===== config.mk =====
export PLATFORM = sky130hd
export DESIGN_NAME = axis_channel_packer
export DESIGN_NICKNAME = d
export VERILOG_FILES = /design/src/rtl/axis_channel_packer.sv
export SDC_FILE = /design/constraint.sdc
export NUM_CORES = 1
export LEC_CHECK = 0
export CAP_MARGIN = 15
export CORE_AREA = 4 4 142 144
export CTS_CLUSTER_SIZE = 25
export DETAILED_ROUTE_END_ITERATION = 10
export DIE_AREA = 0 0 146 148
export HOLD_SLACK_MARGIN = 0.15
export SLEW_MARGIN = 20
export SYNTH_ARGS = -nofsm -noshare
export SYNTH_HDL_FRONTEND = slang
export SYNTH_SLANG_ARGS = --single-unit

===== constraint.sdc =====
create_clock -name aclk -period 2.4 [get_ports aclk]
set_clock_uncertainty 0.05 [all_clocks]
set_input_delay 0.36 -clock aclk [delete_from_list [all_inputs] [get_ports aclk]]
set_output_delay 0.36 -clock aclk [all_outputs]
set_load 0.02 [all_outputs]

===== src/rtl/axis_channel_packer.sv =====
// rtl/axis_channel_packer.sv - packs two half-width AXI-Stream channels into one full-width stream
// Each channel has its own FIFO; both heads are popped together so the i-th A pairs with the i-th B.
module axis_channel_packer #(
  parameter int AXIS_TDATA_WIDTH = 32,
  parameter int FIFO_DEPTH       = 4
) (
  input  logic                          aclk,
  input  logic                          aresetn,
  input  logic                          clear,
  input  logic                          swap,
  input  logic [AXIS_TDATA_WIDTH/2-1:0] S_AXIS_A_tdata,
  input  logic                          S_AXIS_A_tvalid,
  output logic                          S_AXIS_A_tready,
  input  logic [AXIS_TDATA_WIDTH/2-1:0] S_AXIS_B_tdata,
  input  logic                          S_AXIS_B_tvalid,
  output logic                          S_AXIS_B_tready,
  input  logic                          M_AXIS_tready,
  output logic [AXIS_TDATA_WIDTH-1:0]   M_AXIS_tdata,
  output logic                          M_AXIS_tvalid,
  output logic                          skew_error
);
  localparam int HW = AXIS_TDATA_WIDTH / 2;
  localparam int AW = $clog2(FIFO_DEPTH);
  localparam int CW = AW + 1;
  localparam logic [CW-1:0] FULL_CNT = CW'(FIFO_DEPTH);

  logic [HW-1:0] mem_a [FIFO_DEPTH];
  logic [HW-1:0] mem_b [FIFO_DEPTH];
  logic [AW-1:0] wr_a, rd_a, wr_b, rd_b;
  logic [CW-1:0] cnt_a, cnt_b;
  logic          full_a, full_b, empty_a, empty_b;
  logic          push_a, push_b, out_free, pop;
  logic [HW-1:0] head_a, head_b;

  assign full_a  = (cnt_a == FULL_CNT);
  assign full_b  = (cnt_b == FULL_CNT);
  assign empty_a = (cnt_a == '0);
  assign empty_b = (cnt_b == '0);

  // Ready depends only on registered occupancy, never on downstream ready.
  assign S_AXIS_A_tready = aresetn && !full_a;
  assign S_AXIS_B_tready = aresetn && !full_b;

  assign push_a   = S_AXIS_A_tvalid && S_AXIS_A_tready;
  assign push_b   = S_AXIS_B_tvalid && S_AXIS_B_tready;
  assign out_free = !M_AXIS_tvalid || M_AXIS_tready;
  assign pop      = !empty_a && !empty_b && out_free;

  assign head_a = mem_a[rd_a];
  assign head_b = mem_b[rd_b];

  always_ff @(posedge aclk) begin
    if (push_a && !clear) mem_a[wr_a] <= S_AXIS_A_tdata;
    if (push_b && !clear) mem_b[wr_b] <= S_AXIS_B_tdata;
  end

  always_ff @(posedge aclk or negedge aresetn) begin
    if (!aresetn) begin
      wr_a  <= '0;
      rd_a  <= '0;
      cnt_a <= '0;
      wr_b  <= '0;
      rd_b  <= '0;
      cnt_b <= '0;
    end else if (clear) begin
      wr_a  <= '0;
      rd_a  <= '0;
      cnt_a <= '0;
      wr_b  <= '0;
      rd_b  <= '0;
      cnt_b <= '0;
    end else begin
      // Power-of-two depth lets the pointers wrap naturally.
      if (push_a) wr_a <= wr_a + AW'(1);
      if (push_b) wr_b <= wr_b + AW'(1);
      if (pop) begin
        rd_a <= rd_a + AW'(1);
        rd_b <= rd_b + AW'(1);
      end
      cnt_a <= cnt_a + CW'(push_a) - CW'(pop);
      cnt_b <= cnt_b + CW'(push_b) - CW'(pop);
    end
  end

  always_ff @(posedge aclk or negedge aresetn) begin
    if (!aresetn) begin
      M_AXIS_tvalid <= 1'b0;
      M_AXIS_tdata  <= '0;
      skew_error    <= 1'b0;
    end else if (clear) begin
      M_AXIS_tvalid <= 1'b0;
      skew_error    <= 1'b0;
    end else begin
      if (pop) begin
        M_AXIS_tvalid <= 1'b1;
        M_AXIS_tdata  <= swap ? {head_a, head_b} : {head_b, head_a};
      end else if (M_AXIS_tready) begin
        M_AXIS_tvalid <= 1'b0;
      end
      if ((full_a && empty_b) || (full_b && empty_a)) skew_error <= 1'b1;
    end
  end
endmodule


==> results of run 1 <==
how the worst min path moves through the flow:
stage / from / to / cells after the start
CTS: aresetn / wr_a[1] / 3
floorplan: aresetn / M_AXIS_tdata[0] / 0
finish: aresetn / wr_a[1] / 3
detailed placement: aresetn / skew_error / 1
global route: aresetn / wr_a[1] / 3
global placement: aresetn / skew_error / 1
routing by layer:
metal  GRT usage, %  part of all wire [%]  up-vias
li1               -                     -     1733
met1           17.2                    43     1947
met2           23.7                    52       75
met3           3.53                   3.9       14
met4           4.70                   1.1        0
met5              0                     0        -
synthesized netlist by cell type (2+ instances only):
cell / number / area (um2)
nor2_1: 10 / 37.5
xnor2_1: 4 / 35.0
nand4_1: 6 / 37.5
ha_1: 10 / 125
fa_1: 2 / 40.0
mux2_1: 2 / 22.5
clkbuf_1: 11 / 41.3
buf_8: 2 / 30.0
mux2_4: 14 / 210
inv_1: 9 / 33.8
mux4_1: 32 / 841
nand3_1: 2 / 10.0
nor3b_1: 10 / 75.1
dfrtp_1: 48 / 1200
or3_1: 2 / 12.5
o31ai_1: 6 / 45.0
mux2_2: 50 / 563
or3b_2: 2 / 17.5
a21oi_1: 8 / 40.0
and2_1: 2 / 12.5
xor2_1: 3 / 26.3
nor2b_1: 5 / 31.3
buf_4: 2 / 15.0
nor3_2: 2 / 20.0
edfxtp_1: 128 / 3840
buf_6: 2 / 22.5
or4_1: 2 / 15.0
per-stage QoR:
| step | hold slack (ns) | instances | TNS [ns] |
|---|---|---|---|
| after global placement | 0.213 | 693 | 0 |
| after floorplan | 0.0144 | 381 | -21.83 |
| after detailed placement | 0.215 | 693 | 0 |
| after global routing | 0.235 | 727 | -0.000515 |
| final | 0.236 | 727 | 0 |
| after CTS | 0.215 | 727 | 0 |
cell families after synthesis:
logic type               count (synthesis)  synth area share, %
AO/OA/AOI/OAI                           14                 1.14
AND/OR/NAND/NOR                         47                 4.02
XOR/XNOR                                 7                0.824
flip-flops                             176                 67.8
adder cells (fa/ha/maj)                 12                 2.22
multiplexers                            98                 22.0
buffers and inverters                   27                 1.98
power by group through the flow:
stage	Clock (W)	Sequential [W]	Combinational, W
2_1_floorplan	0	0.00430	0.00169
3_3_place_gp	0	0.00407	0.00312
3_5_place_dp	0	0.00408	0.00319
4_1_cts	0.00298	0.00402	0.00321
5_1_grt	0.00311	0.00409	0.00338
6_report	0.00292	0.00403	0.00316
flip-flops by register name, indices dropped and copies added (netlist names):
| signal | flops |
|---|---|
| M_AXIS_tdata | 32 |
| M_AXIS_tvalid | 1 |
| cnt_a | 3 |
| cnt_b | 3 |
| mem_a | 64 |
| mem_b | 64 |
| rd_a | 2 |
| rd_b | 2 |
| skew_error | 1 |
| wr_a | 2 |
| wr_b | 2 |
cell type report:
class,count,area [um2],area share (%)
Clock buffer,17,425,4.54
Clock inverter,15,206,2.20
Inverter,9,33.8,0.360
Multi-Input combinational cell,178,2310,24.7
Sequential cell,176,5050,53.8
Tap cell,234,293,3.12
Timing Repair Buffer,98,1060,11.3
repair_timing:
action                     in CTS  in global routing
gates cloned                    0                  0
setup endpoints to repair       1                  3
hold buffers                    2                  0
gates resized for setup         1                  3
hold endpoints to repair       15                  0
worst max-delay path: cells and delay by family, from the launching register on:
family                 cells  cell delay [ns]
flip-flops                 1             0.43
AND/OR/NAND/NOR            2             0.34
buffers and inverters      2             0.72
==> key figures, run 1 <==
Outcome
  – Status: finished clean

Setup path
  – R2r endpoint: cnt_b[2]
  – Worst R2R Start: cnt_b[1]
  – Max incr delay on CP: 0.54 ns
  – Worst setup path class: reg2out
  – WP data required: 1.99 ns
  – Reg2Reg Setup Slack: 0.13 ns
  – Worst EP arrival: 1.93 ns
  – Crit-path slowest cell: clkdlybuf4s50_1
  – Worst Setup SP: cnt_a[1]
  – Reg2reg path depth: 8
  – Crit-path max FO: 4
  – Critical Path Source Type: flop
  – Worst setup path end: S_AXIS_A_tready
  – Crit path cell chain: buf_4 -> nor3b_2 -> nor2_1 -> clkdlybuf4s50_1
  – Critical Path End Type: output pin

Synthesis
  – Seq/Total Area, Yosys: between 60% and 70%
  – Prevailing post-synth register cell: edfxtp_1
  – Post-synth EDFFs: approximately 130
  – Ys Warns: 0
  – Avg Cell Area, Syn: 19.5 um2
  – Synth cell types: 32
  – Fraction of registers with async set/reset: 27.3%
  – Flops & latches, synth: 176
  – Cells after Synth: 381
  – Netlist Area Pre-Place: 7440 um2
  – Syn nets: between 400 and 500

Route
  – Final WL: 14400 um
  – Post-route ant nets: 0
  – WL per Instance: 19.9 um
  – TritonRoute pass-1 iters: 4
  – Routed vias/inst: 5.18
  – Number of remaining DRC errors: 0
  – Vias: 3769
  – Iteration-0 DRC count of the detailed router: 214

Pwr
  – Leak: 3.34 nW
  – Net switching power: between 0.002 and 0.003 W
  – Total power: 0.0101 W
  – Reg power frac: 39.9%
  – Clock power frac: between 20 and 30%
  – Net Sw Frac: approximately 29%
  – Pint: 0.00721 W
  – Max IR drop VDD: 631 uV
  – Pwr dens: 1080 nW/um2
  – Comb pwr share: a little under a third

STA
  – Maximum clock rate: 428 MHz
  – Final worst slack: around 0.064 ns
  – Hold Vio Cnt, Final: 0
  – Worst-Margin Slew: 0.822 ns
  – Max Slew Vio Count: 0
  – Slew HR: 45.2%
  – Final setup viols: 0
  – Min Tclk post-route: 2.34 ns
  – Tcrit/Tclk final: 97.3%

Job
  – Max-cap viol count: 0

CTS
  – # Post-CTS Setup Buffers: 0
  – Total CTS buffers: 17
  – H-tree depth: 4
  – CTS root buffer: clkbuf_16
  – Worst skew pair latency: around 0.42 ns
  – Maximum buffer depth of the clock tree: 2
  – Worst-path clk slew: 0.07 ns
  – CTS tree: yes
  – Clk sinks: 176

Die
  – Initial Util: about two fifths
  – Core Area: 18700 um2
  – Io pins: 75
  – Height of the die: 148 um
  – Rows: 50
  – Die area: approximately 22000 um2
  – Chip width: approximately 150 um

Place
  – Setup Slack @ Placement: 0.0710 ns
  – Detail Placement HPWL: 9630 um
  – Placed cell areas: 8710 um2
  – I/O Buffers: 74
  – GPL Wtd Cong: approximately 0.75

Layout
  – Ant diodes: 0
  – Fin util: 50.1%
  – Most common cell after layout, fill and taps aside: edfxtp_1
  – Commonest non-fill, non-tap cells in the layout: edfxtp_1, clkdlybuf4s50_1, mux2_2
  – Layout area overhead: 26.0%
  – Final instance area: between 9000 and 10000 um2
  – Fillers: between 1500 and 2000
  – Layout cells sized above 1: 27.2%
  – Nets@finish: 531

Global route
  – Global-route wire length before repair: 22700 um
  – Global Route Usage Sum: 13.8%
  – Vias in the first global route: 4021
  – GRT overflow: 0
  – Largest net degree at the start of global routing: 34
  – Initial antenna violation count: 0

Hold path
  – Hold Crit Class: in2reg
(Power assumes the default switching activity.)
==> inputs of run 2 (changes only) <==
--- a/config.mk
+++ b/config.mk
@@ -11,6 +11,7 @@
 export DETAILED_ROUTE_END_ITERATION = 10
 export DIE_AREA = 0 0 146 148
 export HOLD_SLACK_MARGIN = 0.15
+export PLACE_DENSITY = 0.7
 export SLEW_MARGIN = 20
 export SYNTH_ARGS = -nofsm -noshare
 export SYNTH_HDL_FRONTEND = slang
==> run 2 against run 1 <==
Against the previous run:
- die area did not move
- setup slack improved by 0.083 ns
- combinational power barely moved
- maximum frequency rose by 3.7%
- register-to-register slack improved by 0.02 ns
- largest power group unchanged
- critical path type is now reg2reg
- largest cell class unchanged
- non-clock buffer count fell by 2
==> key figures, run 2 (synthesized netlist as in run 1, its figures left out) <==
Pwr
  – Max IR drop VDD: 674 uV (+6.8%)
  – Net Sw Frac: 29.4% (+0.71 points)
  – Net switching power: 0.00292 W (+0.56%)
  – Total power: 0.00993 W (-1.9%)
  – Reg power frac: 40.6% (+0.7 points)
  – Leak: 3.33 nW (-0.22%)
  – Pint: 0.00701 W (-2.9%)
  – Pwr dens: 1060 nW/um2 (-1.6%)
  – Comb pwr share: 32.0% (+0.7 points)
  – Clock power frac: 27.4% (-1.5 points)

CTS
  – Worst-path clk slew: 0.07 ns (about the same)
  – CTS tree: yes
  – Total CTS buffers: 17 (unchanged)
  – Clk sinks: 176 (unchanged)
  – H-tree depth: 4 (unchanged)
  – Worst skew pair latency: 0.43 ns (about the same)
  – CTS root buffer: clkbuf_16
  – # Post-CTS Setup Buffers: 0 (unchanged)
  – Maximum buffer depth of the clock tree: 2 (unchanged)

Setup path
  – Critical Path End Type: flop
  – Critical Path Source Type: flop
  – Worst Setup SP: cnt_a[1]
  – Worst R2R Start: cnt_a[1]
  – WP data required: 2.65 ns (+0.66 ns)
  – Worst EP arrival: 2.51 ns (+0.58 ns)
  – Worst setup path class: reg2reg
  – Crit-path max FO: 7 (+3)

Hold path
  – Hold Crit Start: M_AXIS_tdata[27]
  – Hold Crit Class: reg2reg

Die
  – Die area: 21600 um2 (unchanged)
  – Rows: 50 (unchanged)
  – Io pins: 75 (unchanged)
  – Chip width: 146 um (unchanged)
  – Height of the die: 148 um (unchanged)
  – Initial Util: 39.8% (unchanged)
  – Core Area: 18700 um2 (unchanged)

Global route
  – Vias in the first global route: 4019 (-0.050%)
  – GRT overflow: 0 (unchanged)
  – Global-route wire length before repair: 22800 um (+0.70%)
  – Global Route Usage Sum: 14.0% (+0.17 points)
  – Initial antenna violation count: 0 (unchanged)
  – Largest net degree at the start of global routing: 46 (+35%)

STA
  – Min Tclk post-route: 2.25 ns (-0.0832 ns)
  – Maximum clock rate: 444 MHz (+3.7%)
  – Max Slew Vio Count: 0 (unchanged)
  – Worst-Margin Slew: 0.752 ns (-0.0704 ns)
  – Slew HR: 49.9% (+4.7 points)
  – Hold Vio Cnt, Final: 0 (unchanged)
  – Final worst slack: 0.148 ns (+0.0832 ns)
  – Final setup viols: 0 (unchanged)
  – Tcrit/Tclk final: 93.9% (-3.5 points)
  – RSZ-0062 raised after global routing: false

Layout
  – Nets@finish: 529 (-0.38%)
  – Layout area overhead: 25.6%
  – Top Registers: mem_a (64), mem_b (64), M_AXIS_tdata (32)
  – Layout cells sized above 1: 27.5% (+0.31 points)
  – Most common cell after layout, fill and taps aside: edfxtp_1
  – Fin cells: 725 (-0.28%)
  – Commonest non-fill, non-tap cells in the layout: edfxtp_1, clkdlybuf4s50_1, mux2_2
  – Fin util: 50.0% (-0.16 points)
  – Ant diodes: 0 (unchanged)

Place
  – GPL Wtd Cong: 0.742 (-1.6%)
  – Detail Placement HPWL: 9650 um (+0.30%)
  – Setup Slack @ Placement: 0.0266 ns (-0.0444 ns)
  – I/O Buffers: 74 (unchanged)
  – Placed insts: 691 (-0.29%)

Route
  – Iteration-0 DRC count of the detailed router: 128 (-40%)
  – TritonRoute pass-1 iters: 4 (unchanged)
  – Routed vias/inst: 5.16 (-0.44%)
  – Vias: 3742 (-0.72%)
  – Number of remaining DRC errors: 0 (unchanged)
  – Final WL: 14400 um (unchanged)
  – Post-route ant nets: 0 (unchanged)
  – WL per Instance: 19.9 um (+0.28%)

Outcome
  – Status: finished clean

Job
  – Max-cap viol count: 0 (unchanged)
## run 2: cell types whose count changed in the layout (fill, tap and decap cells not counted), sizes merged
cell	change
inv	-1
buf	-2
clkdlybuf4s50	-2
clkinv	+2
dlymetal6s2s	+2
clkbuf	+1
bufinv	-2
## run 2: final timing paths
path	end	slack, ns	cells past startpoint
hold / removal	M_AXIS_tdata[27]	0.46	1
max in group asynchronous	rd_a[1]	1.12	3
min in group asynchronous	cnt_a[0]	0.66	3
setup reg to reg	cnt_a[2]	0.15	8
setup / recovery	cnt_a[2]	0.15	8
hold reg to reg	M_AXIS_tdata[27]	0.46	1
## run 2: power by group through the flow
| stage | combinational [W] | sequential, W | clock, W |
|---|---|---|---|
| final | 0.00318 | 0.00403 | 0.00272 |
| after CTS | 0.00322 | 0.00403 | 0.00279 |
| after detailed placement | 0.00319 | 0.00408 | 0 |
| after floorplan | 0.00169 | 0.00430 | 0 |
| after global placement | 0.00310 | 0.00406 | 0 |
| after global routing | 0.00340 | 0.00409 | 0.00293 |
## run 2: layer usage
metal  routed length (um)  global-route usage, %  vias up
met1                 6130                   17.5     1910
met5                    0                      0        -
li1                     -                      -     1727
met4                  139                   4.61        0
met2                 7400                   23.8       93
met3                  773                   3.92       12
## run 2: repair_timing
item | in CTS | in global routing
setup endpoints to repair | 1 | 5
gates resized for setup | 1 | 9
hold endpoints to repair | 5 | 0
hold buffers | 2 | 0
## run 2: final cells by class
type	count	area, um2
Clock buffer	18	429
Clock inverter	14	158
Fill cell	1501	9360
Inverter	9	33.8
Multi-Input combinational cell	178	2320
Sequential cell	176	5050
Tap cell	234	293
Timing Repair Buffer	96	1060
## run 2: through the flow
step | instance area (um2) | setup TNS (ns) | hold WS, ns
after floorplan | 7440 | -21.83 | 0.0144
after global placement | 8700 | 0 | 0.174
after detailed placement | 8700 | 0 | 0.186
after CTS | 9320 | 0 | 0.463
after global routing | 9350 | 0 | 0.479
final | 9350 | 0 | 0.457
## run 2: critical path, cell delays in order (launching register included)
cell     delay (ns)
dfrtp_2        0.47
or3b_2         0.53
nand3_2        0.12
xnor2_1        0.13
ha_1           0.18
inv_1          0.05
fa_1           0.37
xnor2_1        0.17
nor2_1         0.05
